`config.mk`:
```
export PLATFORM = sky130hd
export DESIGN_NAME = vga_pattern_engine
export DESIGN_NICKNAME = d
export VERILOG_FILES = /design/src/rtl/vga_pattern_engine.sv
export SDC_FILE = /design/constraint.sdc
export NUM_CORES = 1
export LEC_CHECK = 0
export ABC_AREA = 1
export CORE_MARGIN = 2
export CORE_UTILIZATION = 49
export DETAILED_ROUTE_END_ITERATION = 8
export PLACE_DENSITY_LB_ADDON = 0.2
export SLEW_MARGIN = 20
export SYNTH_ARGS = -nofsm -noshare
export SYNTH_HDL_FRONTEND = slang
export SYNTH_SLANG_ARGS = --single-unit
```
`constraint.sdc`:
```
create_clock -name clk -period 2.7 [get_ports clk]
set_input_delay 0.54 -clock clk [delete_from_list [all_inputs] [get_ports clk]]
set_output_delay 0.54 -clock clk [all_outputs]
set_load 0.01 [all_outputs]
```
`src/rtl/vga_pattern_engine.sv`:
```
// Parametrised VGA timing generator with selectable test patterns behind the board DAC pins.
// Optional feature: define VGA_PATTERN_BOX_EN to build the bouncing-box pattern (mode 5).
module vga_pattern_engine #(
    parameter int H_ACTIVE = 640,
    parameter int H_FP     = 16,
    parameter int H_SYNC   = 96,
    parameter int H_BP     = 48,
    parameter int V_ACTIVE = 480,
    parameter int V_FP     = 10,
    parameter int V_SYNC   = 2,
    parameter int V_BP     = 33,
    parameter int COLOR_W  = 4,
    parameter int PIX_DIV  = 4,
    parameter int BOX_SIZE = 32
) (
    input  logic                                           clk,
    input  logic                                           reset,
    input  logic [2:0]                                     mode,
    input  logic [COLOR_W-1:0]                             r_sw,
    input  logic [COLOR_W-1:0]                             g_sw,
    input  logic [COLOR_W-1:0]                             b_sw,
    output logic                                           h_sync,
    output logic                                           v_sync,
    output logic                                           DE,
    output logic [$clog2(H_ACTIVE+H_FP+H_SYNC+H_BP)-1:0]   pixel_x,
    output logic [$clog2(V_ACTIVE+V_FP+V_SYNC+V_BP)-1:0]   pixel_y,
    output logic [COLOR_W-1:0]                             r_port,
    output logic [COLOR_W-1:0]                             g_port,
    output logic [COLOR_W-1:0]                             b_port,
    output logic                                           frame_start
);

    localparam int H_TOTAL = H_ACTIVE + H_FP + H_SYNC + H_BP;
    localparam int V_TOTAL = V_ACTIVE + V_FP + V_SYNC + V_BP;
    localparam int XW      = $clog2(H_TOTAL);
    localparam int YW      = $clog2(V_TOTAL);
    localparam int DW      = (PIX_DIV > 1) ? $clog2(PIX_DIV) : 1;
    localparam int BAR_W   = (H_ACTIVE / 8 > 0) ? H_ACTIVE / 8 : 1;
    localparam int GW      = XW + COLOR_W;

    logic [DW-1:0]      div_q, div_d;
    logic [XW-1:0]      h_q, h_d;
    logic [YW-1:0]      v_q, v_d;
    logic [2:0]         mode_q, mode_d;
    logic               h_sync_q, h_sync_d;
    logic               v_sync_q, v_sync_d;
    logic               de_q, de_d;
    logic [XW-1:0]      px_q, px_d;
    logic [YW-1:0]      py_q, py_d;
    logic [COLOR_W-1:0] r_q, r_d;
    logic [COLOR_W-1:0] g_q, g_d;
    logic [COLOR_W-1:0] b_q, b_d;
    logic               fs_q, fs_d;

    logic               tick;
    logic               frame_tick;
    logic               h_last;
    logic               v_last;
    logic               visible;
    logic               in_box;

    logic [XW-1:0]      bar_raw;
    logic [2:0]         bar_idx;
    logic [COLOR_W-1:0] grey;
    logic               checker_on;
    logic               border_on;
    logic [COLOR_W-1:0] pat_r, pat_g, pat_b;

    // Pixel divider and raster counters.
    always_comb begin
        div_d      = div_q;
        h_d        = h_q;
        v_d        = v_q;
        tick       = (div_q == DW'(PIX_DIV - 1));
        h_last     = (h_q == XW'(H_TOTAL - 1));
        v_last     = (v_q == YW'(V_TOTAL - 1));
        frame_tick = tick && (h_q == '0) && (v_q == '0);
        if (tick) begin
            div_d = '0;
            h_d   = h_last ? '0 : h_q + XW'(1);
            if (h_last) begin
                v_d = v_last ? '0 : v_q + YW'(1);
            end
        end else begin
            div_d = div_q + DW'(1);
        end
    end

    // The new mode already applies to pixel (0,0) so a whole frame uses one pattern.
    always_comb begin
        mode_d = mode_q;
        if (frame_tick) begin
            mode_d = mode;
        end
    end

`ifdef VGA_PATTERN_BOX_EN
    localparam int BX_MAX = H_ACTIVE - BOX_SIZE;
    localparam int BY_MAX = V_ACTIVE - BOX_SIZE;

    logic [XW-1:0] bx_q, bx_d;
    logic [YW-1:0] by_q, by_d;
    logic          dx_q, dx_d;
    logic          dy_q, dy_d;

    // Reaching an edge flips direction and steps back in the same frame, so there is no dwell.
    always_comb begin
        bx_d = bx_q;
        by_d = by_q;
        dx_d = dx_q;
        dy_d = dy_q;
        if (frame_tick) begin
            if (dx_q) begin
                if (bx_q >= XW'(BX_MAX)) begin
                    dx_d = 1'b0;
                    bx_d = bx_q - XW'(1);
                end else begin
                    bx_d = bx_q + XW'(1);
                end
            end else begin
                if (bx_q == '0) begin
                    dx_d = 1'b1;
                    bx_d = bx_q + XW'(1);
                end else begin
                    bx_d = bx_q - XW'(1);
                end
            end
            if (dy_q) begin
                if (by_q >= YW'(BY_MAX)) begin
                    dy_d = 1'b0;
                    by_d = by_q - YW'(1);
                end else begin
                    by_d = by_q + YW'(1);
                end
            end else begin
                if (by_q == '0) begin
                    dy_d = 1'b1;
                    by_d = by_q + YW'(1);
                end else begin
                    by_d = by_q - YW'(1);
                end
            end
        end
    end

    always_comb begin
        in_box = (h_q >= bx_d) && (h_q < bx_d + XW'(BOX_SIZE)) &&
                 (v_q >= by_d) && (v_q < by_d + YW'(BOX_SIZE));
    end

    always_ff @(posedge clk or negedge reset) begin
        if (!reset) begin
            bx_q <= '0;
            by_q <= '0;
            dx_q <= 1'b1;
            dy_q <= 1'b1;
        end else begin
            bx_q <= bx_d;
            by_q <= by_d;
            dx_q <= dx_d;
            dy_q <= dy_d;
        end
    end
`else
    always_comb begin
        in_box = 1'b0;
    end
`endif

    always_comb begin
        bar_raw    = h_q / XW'(BAR_W);
        bar_idx    = (bar_raw > XW'(7)) ? 3'd7 : bar_raw[2:0];
        grey       = COLOR_W'({h_q, {COLOR_W{1'b0}}} / GW'(H_ACTIVE));
        checker_on = ((h_q & XW'(32)) != '0) ^ ((v_q & YW'(32)) != '0);
        border_on  = (h_q == '0) || (h_q == XW'(H_ACTIVE - 1)) ||
                     (v_q == '0) || (v_q == YW'(V_ACTIVE - 1));
        visible    = (h_q < XW'(H_ACTIVE)) && (v_q < YW'(V_ACTIVE));
    end

    // Bar colours: red on bars 0,1,4,5; green on 0-3; blue on even bars.
    always_comb begin
        pat_r = '0;
        pat_g = '0;
        pat_b = '0;
        case (mode_d)
            3'd0: begin
                pat_r = r_sw;
                pat_g = g_sw;
                pat_b = b_sw;
            end
            3'd1: begin
                pat_r = {COLOR_W{~bar_idx[1]}};
                pat_g = {COLOR_W{~bar_idx[2]}};
                pat_b = {COLOR_W{~bar_idx[0]}};
            end
            3'd2: begin
                pat_r = {COLOR_W{checker_on}};
                pat_g = {COLOR_W{checker_on}};
                pat_b = {COLOR_W{checker_on}};
            end
            3'd3: begin
                pat_r = grey;
                pat_g = grey;
                pat_b = grey;
            end
            3'd4: begin
                pat_r = {COLOR_W{border_on}};
                pat_g = {COLOR_W{border_on}};
                pat_b = {COLOR_W{border_on}};
            end
`ifdef VGA_PATTERN_BOX_EN
            3'd5: begin
                pat_r = {COLOR_W{in_box}};
                pat_g = {COLOR_W{in_box}};
                pat_b = '1;
            end
`endif
            default: begin
                pat_r = '0;
                pat_g = '0;
                pat_b = '0;
            end
        endcase
    end

    // Outputs show the counter state from before the tick, all on the same edge.
    always_comb begin
        h_sync_d = h_sync_q;
        v_sync_d = v_sync_q;
        de_d     = de_q;
        px_d     = px_q;
        py_d     = py_q;
        r_d      = r_q;
        g_d      = g_q;
        b_d      = b_q;
        fs_d     = frame_tick;
        if (tick) begin
            h_sync_d = !((h_q >= XW'(H_ACTIVE + H_FP)) &&
                         (h_q <= XW'(H_ACTIVE + H_FP + H_SYNC - 1)));
            v_sync_d = !((v_q >= YW'(V_ACTIVE + V_FP)) &&
                         (v_q <= YW'(V_ACTIVE + V_FP + V_SYNC - 1)));
            de_d     = visible;
            px_d     = h_q;
            py_d     = v_q;
            r_d      = visible ? pat_r : '0;
            g_d      = visible ? pat_g : '0;
            b_d      = visible ? pat_b : '0;
        end
    end

    always_ff @(posedge clk or negedge reset) begin
        if (!reset) begin
            div_q    <= '0;
            h_q      <= '0;
            v_q      <= '0;
            mode_q   <= '0;
            h_sync_q <= 1'b1;
            v_sync_q <= 1'b1;
            de_q     <= 1'b0;
            px_q     <= '0;
            py_q     <= '0;
            r_q      <= '0;
            g_q      <= '0;
            b_q      <= '0;
            fs_q     <= 1'b0;
        end else begin
            div_q    <= div_d;
            h_q      <= h_d;
            v_q      <= v_d;
            mode_q   <= mode_d;
            h_sync_q <= h_sync_d;
            v_sync_q <= v_sync_d;
            de_q     <= de_d;
            px_q     <= px_d;
            py_q     <= py_d;
            r_q      <= r_d;
            g_q      <= g_d;
            b_q      <= b_d;
            fs_q     <= fs_d;
        end
    end

    assign h_sync      = h_sync_q;
    assign v_sync      = v_sync_q;
    assign DE          = de_q;
    assign pixel_x     = px_q;
    assign pixel_y     = py_q;
    assign r_port      = r_q;
    assign g_port      = g_q;
    assign b_port      = b_q;
    assign frame_start = fs_q;

endmodule

```
# ---- Yosys cells after proc, flatten, opt, wreduce, memory -nomap -nowiden
# Index checks and enable logic that the tools add are counted.
dict set report totals {
  register_bits 61
  inputBits 17
  output_inout_bits 36
}
dict set report op_classes {
  addsub 3
  div 2
  order_cmp 7
  n_eq_ne 9
  mux 11
  bitwise_logic 4
  reduce_logical 14
}
# op count
set op_table {}
lappend op_table {{one-hot mux 4 bit (5 select lines)} 3}
lappend op_table {{equality test 10 bit, second input constant} 3}
lappend op_table {{adder 10 x 1 -> 10 bit, second input constant} 2}
lappend op_table {{zero test 10 bit} 2}
lappend op_table {{two-way mux 10 bit} 2}
lappend op_table {{divider 14 x 10 -> 14 bit, second input constant} 1}
lappend op_table {{two-way mux 4 bit} 3}
lappend op_table {{divider 10 x 7 -> 10 bit, second input constant} 1}
lappend op_table {{equality test 10 x 9 -> 1 bit, second input constant} 1}
lappend op_table {{>= comparator 10 bit, second input constant} 1}
lappend op_table {{>= comparator 10 x 9 -> 1 bit, second input constant} 1}
lappend op_table {{> comparator 10 x 3 -> 1 bit, second input constant} 1}
lappend op_table {{less-or-equal comparator 10 bit, second input constant} 1}
lappend op_table {{less-or-equal comparator 10 x 9 -> 1 bit, second input constant} 1}
lappend op_table {{< comparator 10 bit, second input constant} 1}
lappend op_table {{< comparator 10 x 9 -> 1 bit, second input constant} 1}
lappend op_table {{equality test 3 x 2 -> 1 bit, second input constant} 2}
lappend op_table {{two-way mux 3 bit} 2}
lappend op_table {{logical AND 1 bit} 5}
lappend op_table {{equality test 3 x 1 -> 1 bit, second input constant} 1}
lappend op_table {{equality test 3 bit, second input constant} 1}
lappend op_table {{zero test 3 bit} 1}
lappend op_table {{logical OR 1 bit} 3}
lappend op_table {{inverter 1 bit} 3}
lappend op_table {{6 further kinds} 7}

# ---- Depth between registers and ports, before layout
# Gate-level depths: netlist of the first run.
dict set report depth {
  word_depth 7
  ltp_mapped 31
  depth_no_buf 31
}

# ---- Least setup slack after synthesis of the first run
# No wires, ideal clock.
dict set report synth_timing {
  path_type {register to register}
  start {reg h_q[1]}
  end {reg b_q[0], in the netlist b_port[0]}
  arrival_time_ns 2.627
  path_slack_ns -0.044
  stages_incl_launch_ff 30
  period_less_slack_ns 2.744
  path_cell_list {dfrtp_1 -> inv_1 -> ha_1 -> inv_1 -> nor2_4 -> nand2_1 -> o21ai_0 -> nand2_1 -> nand2_1 -> nand2_2 -> nand2_2 -> nand2_4 -> nand2_4 -> nand2_2 -> nand2_2 -> nand3_2 -> nand2_2 -> nand2_4 -> nand2_4 -> nand2_2 -> nand2_2 -> nand2_1 -> nand2_1 -> nand2_1 -> nand2_1 -> nand3_1 -> nand3_2 -> nand3_1 -> nand2_1 -> nand2_1}
}
dict set report synth_via {
  elab_chain_cells 7
  word_cells_on_any_way 22
  classes_between {div: 2; order compare: 2; eq/ne: 5; mux: 4; bitwise: 1; reduce/logical: 8}
}
# element line
set synth_lines {}
lappend synth_lines {{start, declared} 42} ;# logic [XW-1:0] h_q, h_d;
lappend synth_lines {{start signal, assigned} 254} ;# h_q <= '0;
lappend synth_lines {{start signal, assigned} 268} ;# h_q <= h_d;
lappend synth_lines {{parallel branches: the longest is 6 deep, another holds divider 14 x 10 -> 14 bit} -}
lappend synth_lines {{two-way mux 4 bit (*)} 247} ;# b_d = visible ? pat_b : '0;
lappend synth_lines {{end signal, assigned} 264} ;# b_q <= '0;
lappend synth_lines {{end signal, assigned} 278} ;# b_q <= b_d;
lappend synth_lines {{end, declared} 52} ;# logic [COLOR_W-1:0] b_q, b_d;
# Every way passes the cells marked *.
# A chain may end at the register's enable or synchronous reset.

# ---- Worst setup path after layout of the first run
dict set report layout_timing {
  start {reg h_q[0]}
  end {reg b_q[1], in the netlist b_port[1]}
}
# Same word-level chain as after synthesis.

==> results by group, run 1 <==
Power and ir drop
  • Sequential share of power: 51.7%
  • Leakage: 2.484 nW
  • Share of power burned in combinational logic: 7.4%
  • Proportion of total power due to net switching: 23.78%
  • Peak VDD IR: 0.2211 mV
  • Switching power: 430.5 uW
  • Power Total: 1.811 mW
  • Internal Power: 1.380 mW
  • P per Cell Area: 355.3 nW/um^2
  • Clock network fraction of total power: 40.9%

STA
  • Final critical-path setup slack: -0.3325 ns
  • Max transition margin: 70.47%
  • RSZ-0062 raised after global routing: yes
  • Hold violation total from the final report: 0
  • Setup TNS after final layout: -2.521 ns
  • Min Clock Period, post-route: 3.032 ns
  • Post-route fraction of the period consumed by the critical path: 112.3%
  • Slew at the pin closest to its max-slew limit: 0.4429 ns
  • Worst hold slack after final layout: 0.1819 ns
  • Worst Skew: 0.01162 ns
  • Top achievable clock speed: 329.8 MHz
  • Final setup fails: 9
  • Fin. max-slew vios: 0

Global routing
  • Global-route wire length before repair: 15.86 mm
  • Global Route Usage Sum: 24.23%
  • Grt ovf: 0
  • Via count of the first global-routing pass: 3475
  • Pin count of the biggest net entering global routing: 62
  • Antenna violations before repair: 0

Yosys
  • Syn_area_per_cell: 7.655 um^2
  • Number of warnings printed during yosys synthesis: 0
  • Post-synthesis sequential area ratio: 42.23%
  • Post-synth net total: 496
  • Post-synthesis cell area: 3621 um^2
  • EDFF count, synth: 0
  • Post-synthesis register bit count: 61
  • Gate Count Post-Synth: 473
  • Number of library cell types mapped by synthesis: 43
  • Main synth FF type: sky130_fd_sc_hd__dfrtp_1
  • Share of synthesized flip-flops with an asynchronous set or reset: 100.0%

Clock tree
  • Clock transition at the register clock pins on the worst setup and hold paths after CTS: 0.07 ns
  • Maximum clock insertion buffer count: 2
  • Number of clock sinks: 61
  • TritonCTS Buffers: 9
  • Hold-fix buffer count after cts: 0
  • TritonCTS clock tree: yes
  • Number of H-tree levels: 3
  • Insertion delay to the later sink of the worst-skew pair: 0.35 ns
  • Root buf cell: sky130_fd_sc_hd__clkbuf_8

Cells and area
  • Combined area of the multi-input logic cells: 2046 um^2
  • Final Core Density: 70.64%
  • FF+latch area: 1529 um^2
  • Commonest non-fill, non-tap cells in the layout: sky130_fd_sc_hd__nand2_1, sky130_fd_sc_hd__buf_4, sky130_fd_sc_hd__dfrtp_1
  • Most common cell after layout, fill and taps aside: sky130_fd_sc_hd__nand2_1
  • Nets@finish: 610
  • Number of fill cells in the layout: 593
  • Number of antenna repair diodes: 0
  • Share of post-route cells with drive strength above 1: 28.21%
  • Syn-to-layout area delta: 40.74%

Route
  • Routed wire length: 9.523 mm
  • Ratio of routed vias to standard cells: 5.230
  • Number of iterations in the first detailed-routing pass: 4
  • First-iteration detailed-routing DRC count: 141
  • Routed wire per std cell: 13.78 um
  • Vias: 3614
  • DRC violation count after routing: 0
  • Detail Route Antenna Nets: 0

Placed design
  • Worst slack at placement: -0.2588 ns
  • HPWL after detailed placement: 6.756 mm
  • Count of input and output buffers: 52
  • Gp weighted congestion: 0.8954

Setup path
  • Worst path arrival time: 3.26 ns
  • Kind of critical path: flip-flop to flip-flop
  • Worst endpoint required time: 2.93 ns
  • Length in cells of the worst reg-to-reg path: 25
  • Capturing element of the worst setup path: b_port[1]$_DFFE_PN0P_
  • Kind of end point of the critical path: flip-flop
  • Crit-path max FO: 6
  • Worst flop-to-flop path startpoint: h_q[0]$_DFFE_PN0P_
  • Worst setup path startpoint: h_q[0]$_DFFE_PN0P_
  • Worst-case register-to-register setup slack: -0.33 ns
  • Element type at the critical path start: flip-flop
  • Worst r2r dst: b_port[1]$_DFFE_PN0P_

Floorplanning
  • Die Y: 89.97 um
  • Core area: 7214 um^2
  • Count of boundary I/O pins: 53
  • Initial cell density of the core: 50.19%
  • Chip Width: 89.97 um
  • Number of placement rows: 31
  • Full die area: 8094 um^2

Status
  • Result of the run: finished with violations
  • Violations in the final reports: setup timing

Flow run
  • Max Cap Violations: 0

Min path
  • Classification of the worst-slack hold path: input port to asynchronous set/reset pin
worst min-delay path by stage:
stage                            start                     to  slack, ns  cells past startpoint
floorplan                        reset         DE$_DFFE_PN0P_       0.24                      0
global placement    div_q[0]$_DFF_PN0_     div_q[0]$_DFF_PN0_       0.42                      1
detailed placement  div_q[0]$_DFF_PN0_     div_q[0]$_DFF_PN0_       0.42                      1
CTS                              reset     h_q[2]$_DFFE_PN0P_       0.21                      2
global route                     reset  r_port[1]$_DFFE_PN0P_       0.21                      2
finish                           reset  b_port[1]$_DFFE_PN0P_       0.18                      2
logic make-up after synthesis:
logic type,after synthesis,synth area share (%)
flip-flops,61,42.23
XOR/XNOR,11,2.868
AND/OR/NAND/NOR,254,33.07
AO/OA/AOI/OAI,74,12.20
adder cells (fa/ha/maj),6,2.073
buffers and inverters,67,7.568
per-stage QoR:
step,instances,cell area (um^2)
6_report,691,5096
4_1_cts,688,4932
5_1_grt,691,5096
3_3_place_gp,666,4623
2_1_floorplan,473,3623
3_5_place_dp,666,4623
what timing repair did:
| action | CTS | global route |
|---|---|---|
| pin swaps | 5 | 11 |
| gates resized for setup | 20 | 36 |
| endpoints found under the setup margin | 12 | 12 |
| setup buffers | 6 | 3 |
critical path, stage by stage, from the launching register on:
cell and delay (ns):
sky130_fd_sc_hd__dfrtp_1 0.39, sky130_fd_sc_hd__inv_2 0.11, sky130_fd_sc_hd__ha_4 0.15, sky130_fd_sc_hd__inv_2 0.04
sky130_fd_sc_hd__nor2_4 0.17, sky130_fd_sc_hd__buf_4 0.19, sky130_fd_sc_hd__nand2_1 0.09, sky130_fd_sc_hd__buf_4 0.14
sky130_fd_sc_hd__nor2_2 0.12, sky130_fd_sc_hd__nand2_1 0.10, sky130_fd_sc_hd__nand2_2 0.08, sky130_fd_sc_hd__nand2_1 0.06
sky130_fd_sc_hd__nand2_2 0.08, sky130_fd_sc_hd__nand2_2 0.05, sky130_fd_sc_hd__inv_2 0.05, sky130_fd_sc_hd__nand2_2 0.06
sky130_fd_sc_hd__nand2_4 0.10, sky130_fd_sc_hd__nand3_1 0.12, sky130_fd_sc_hd__nand2_4 0.11, sky130_fd_sc_hd__nand2_1 0.07
sky130_fd_sc_hd__nand2_2 0.08, sky130_fd_sc_hd__nand2_2 0.07, sky130_fd_sc_hd__nand2_2 0.08, sky130_fd_sc_hd__nand2_4 0.06
sky130_fd_sc_hd__a211oi_2 0.24, sky130_fd_sc_hd__o21ai_1 0.11
cells in the mapped netlist (3+ instances only):
cell,count,area share [%]
sky130_fd_sc_hd__nand2_2,10,1.7
sky130_fd_sc_hd__a21oi_1,15,2.1
sky130_fd_sc_hd__xor2_1,8,1.9
sky130_fd_sc_hd__nor2_2,3,0.52
sky130_fd_sc_hd__nor2_1,26,2.7
sky130_fd_sc_hd__o21ai_1,6,0.83
sky130_fd_sc_hd__nand2_4,5,1.6
sky130_fd_sc_hd__dfrtp_1,59,41
sky130_fd_sc_hd__nor3_1,14,1.9
sky130_fd_sc_hd__nand3_2,4,1.1
sky130_fd_sc_hd__nor2_4,5,1.6
sky130_fd_sc_hd__o21ai_0,32,4.4
sky130_fd_sc_hd__inv_1,45,4.7
sky130_fd_sc_hd__nand3_1,27,3.7
sky130_fd_sc_hd__nand2_1,142,15
sky130_fd_sc_hd__inv_2,7,0.73
sky130_fd_sc_hd__nor3b_1,3,0.62
sky130_fd_sc_hd__ha_1,6,2.1
sky130_fd_sc_hd__clkbuf_1,10,1.0
sky130_fd_sc_hd__nand4_1,9,1.6
sky130_fd_sc_hd__a211oi_1,10,2.1
sequential cells by signal (all words and copies together) (netlist names):
register and flops:
pixel_y 10, b_port 4, v_q 10, g_port 4, r_port 4, pixel_x 10
div_q 2, frame_start 1, v_sync 1, mode_q 3, DE 1, h_q 10
h_sync 1
final cells by class:
cell class	instances	area share, %
multi-input cells	345	40.14
flip-flops and latches	61	30.00
repair buffers	117	19.94
inverters	53	3.953
clock buffers	13	3.118
well taps	99	2.431
clock inverters	3	0.4174
layer usage:
layer | share of wire [%] | global-route usage, % | up-vias
met5 | 0 | 0 | -
met4 | 1.1 | 7.179 | 0
met3 | 5.3 | 5.197 | 12
met2 | 51 | 43.50 | 104
met1 | 43 | 29.31 | 1729
li1 | - | - | 1769
power groups by stage:
stage | clock network, mW | registers, mW | logic [mW]
3_5_place_dp | 0 | 0.953 | 0.122
6_report | 0.741 | 0.936 | 0.133
2_1_floorplan | 0 | 0.959 | 0.0319
3_3_place_gp | 0 | 0.952 | 0.120
5_1_grt | 0.792 | 0.937 | 0.146
4_1_cts | 0.755 | 0.936 | 0.127
Note: power is estimated with default switching activity, not from simulation.
==> inputs of run 2 (changes only) <==
Settings changed: ABC_CLOCK_PERIOD_IN_PS set to 2700, SLEW_MARGIN 20 to 30.
==> results of run 2 <==
No change in the layout: final DEF, timing and power equal those of run 1.
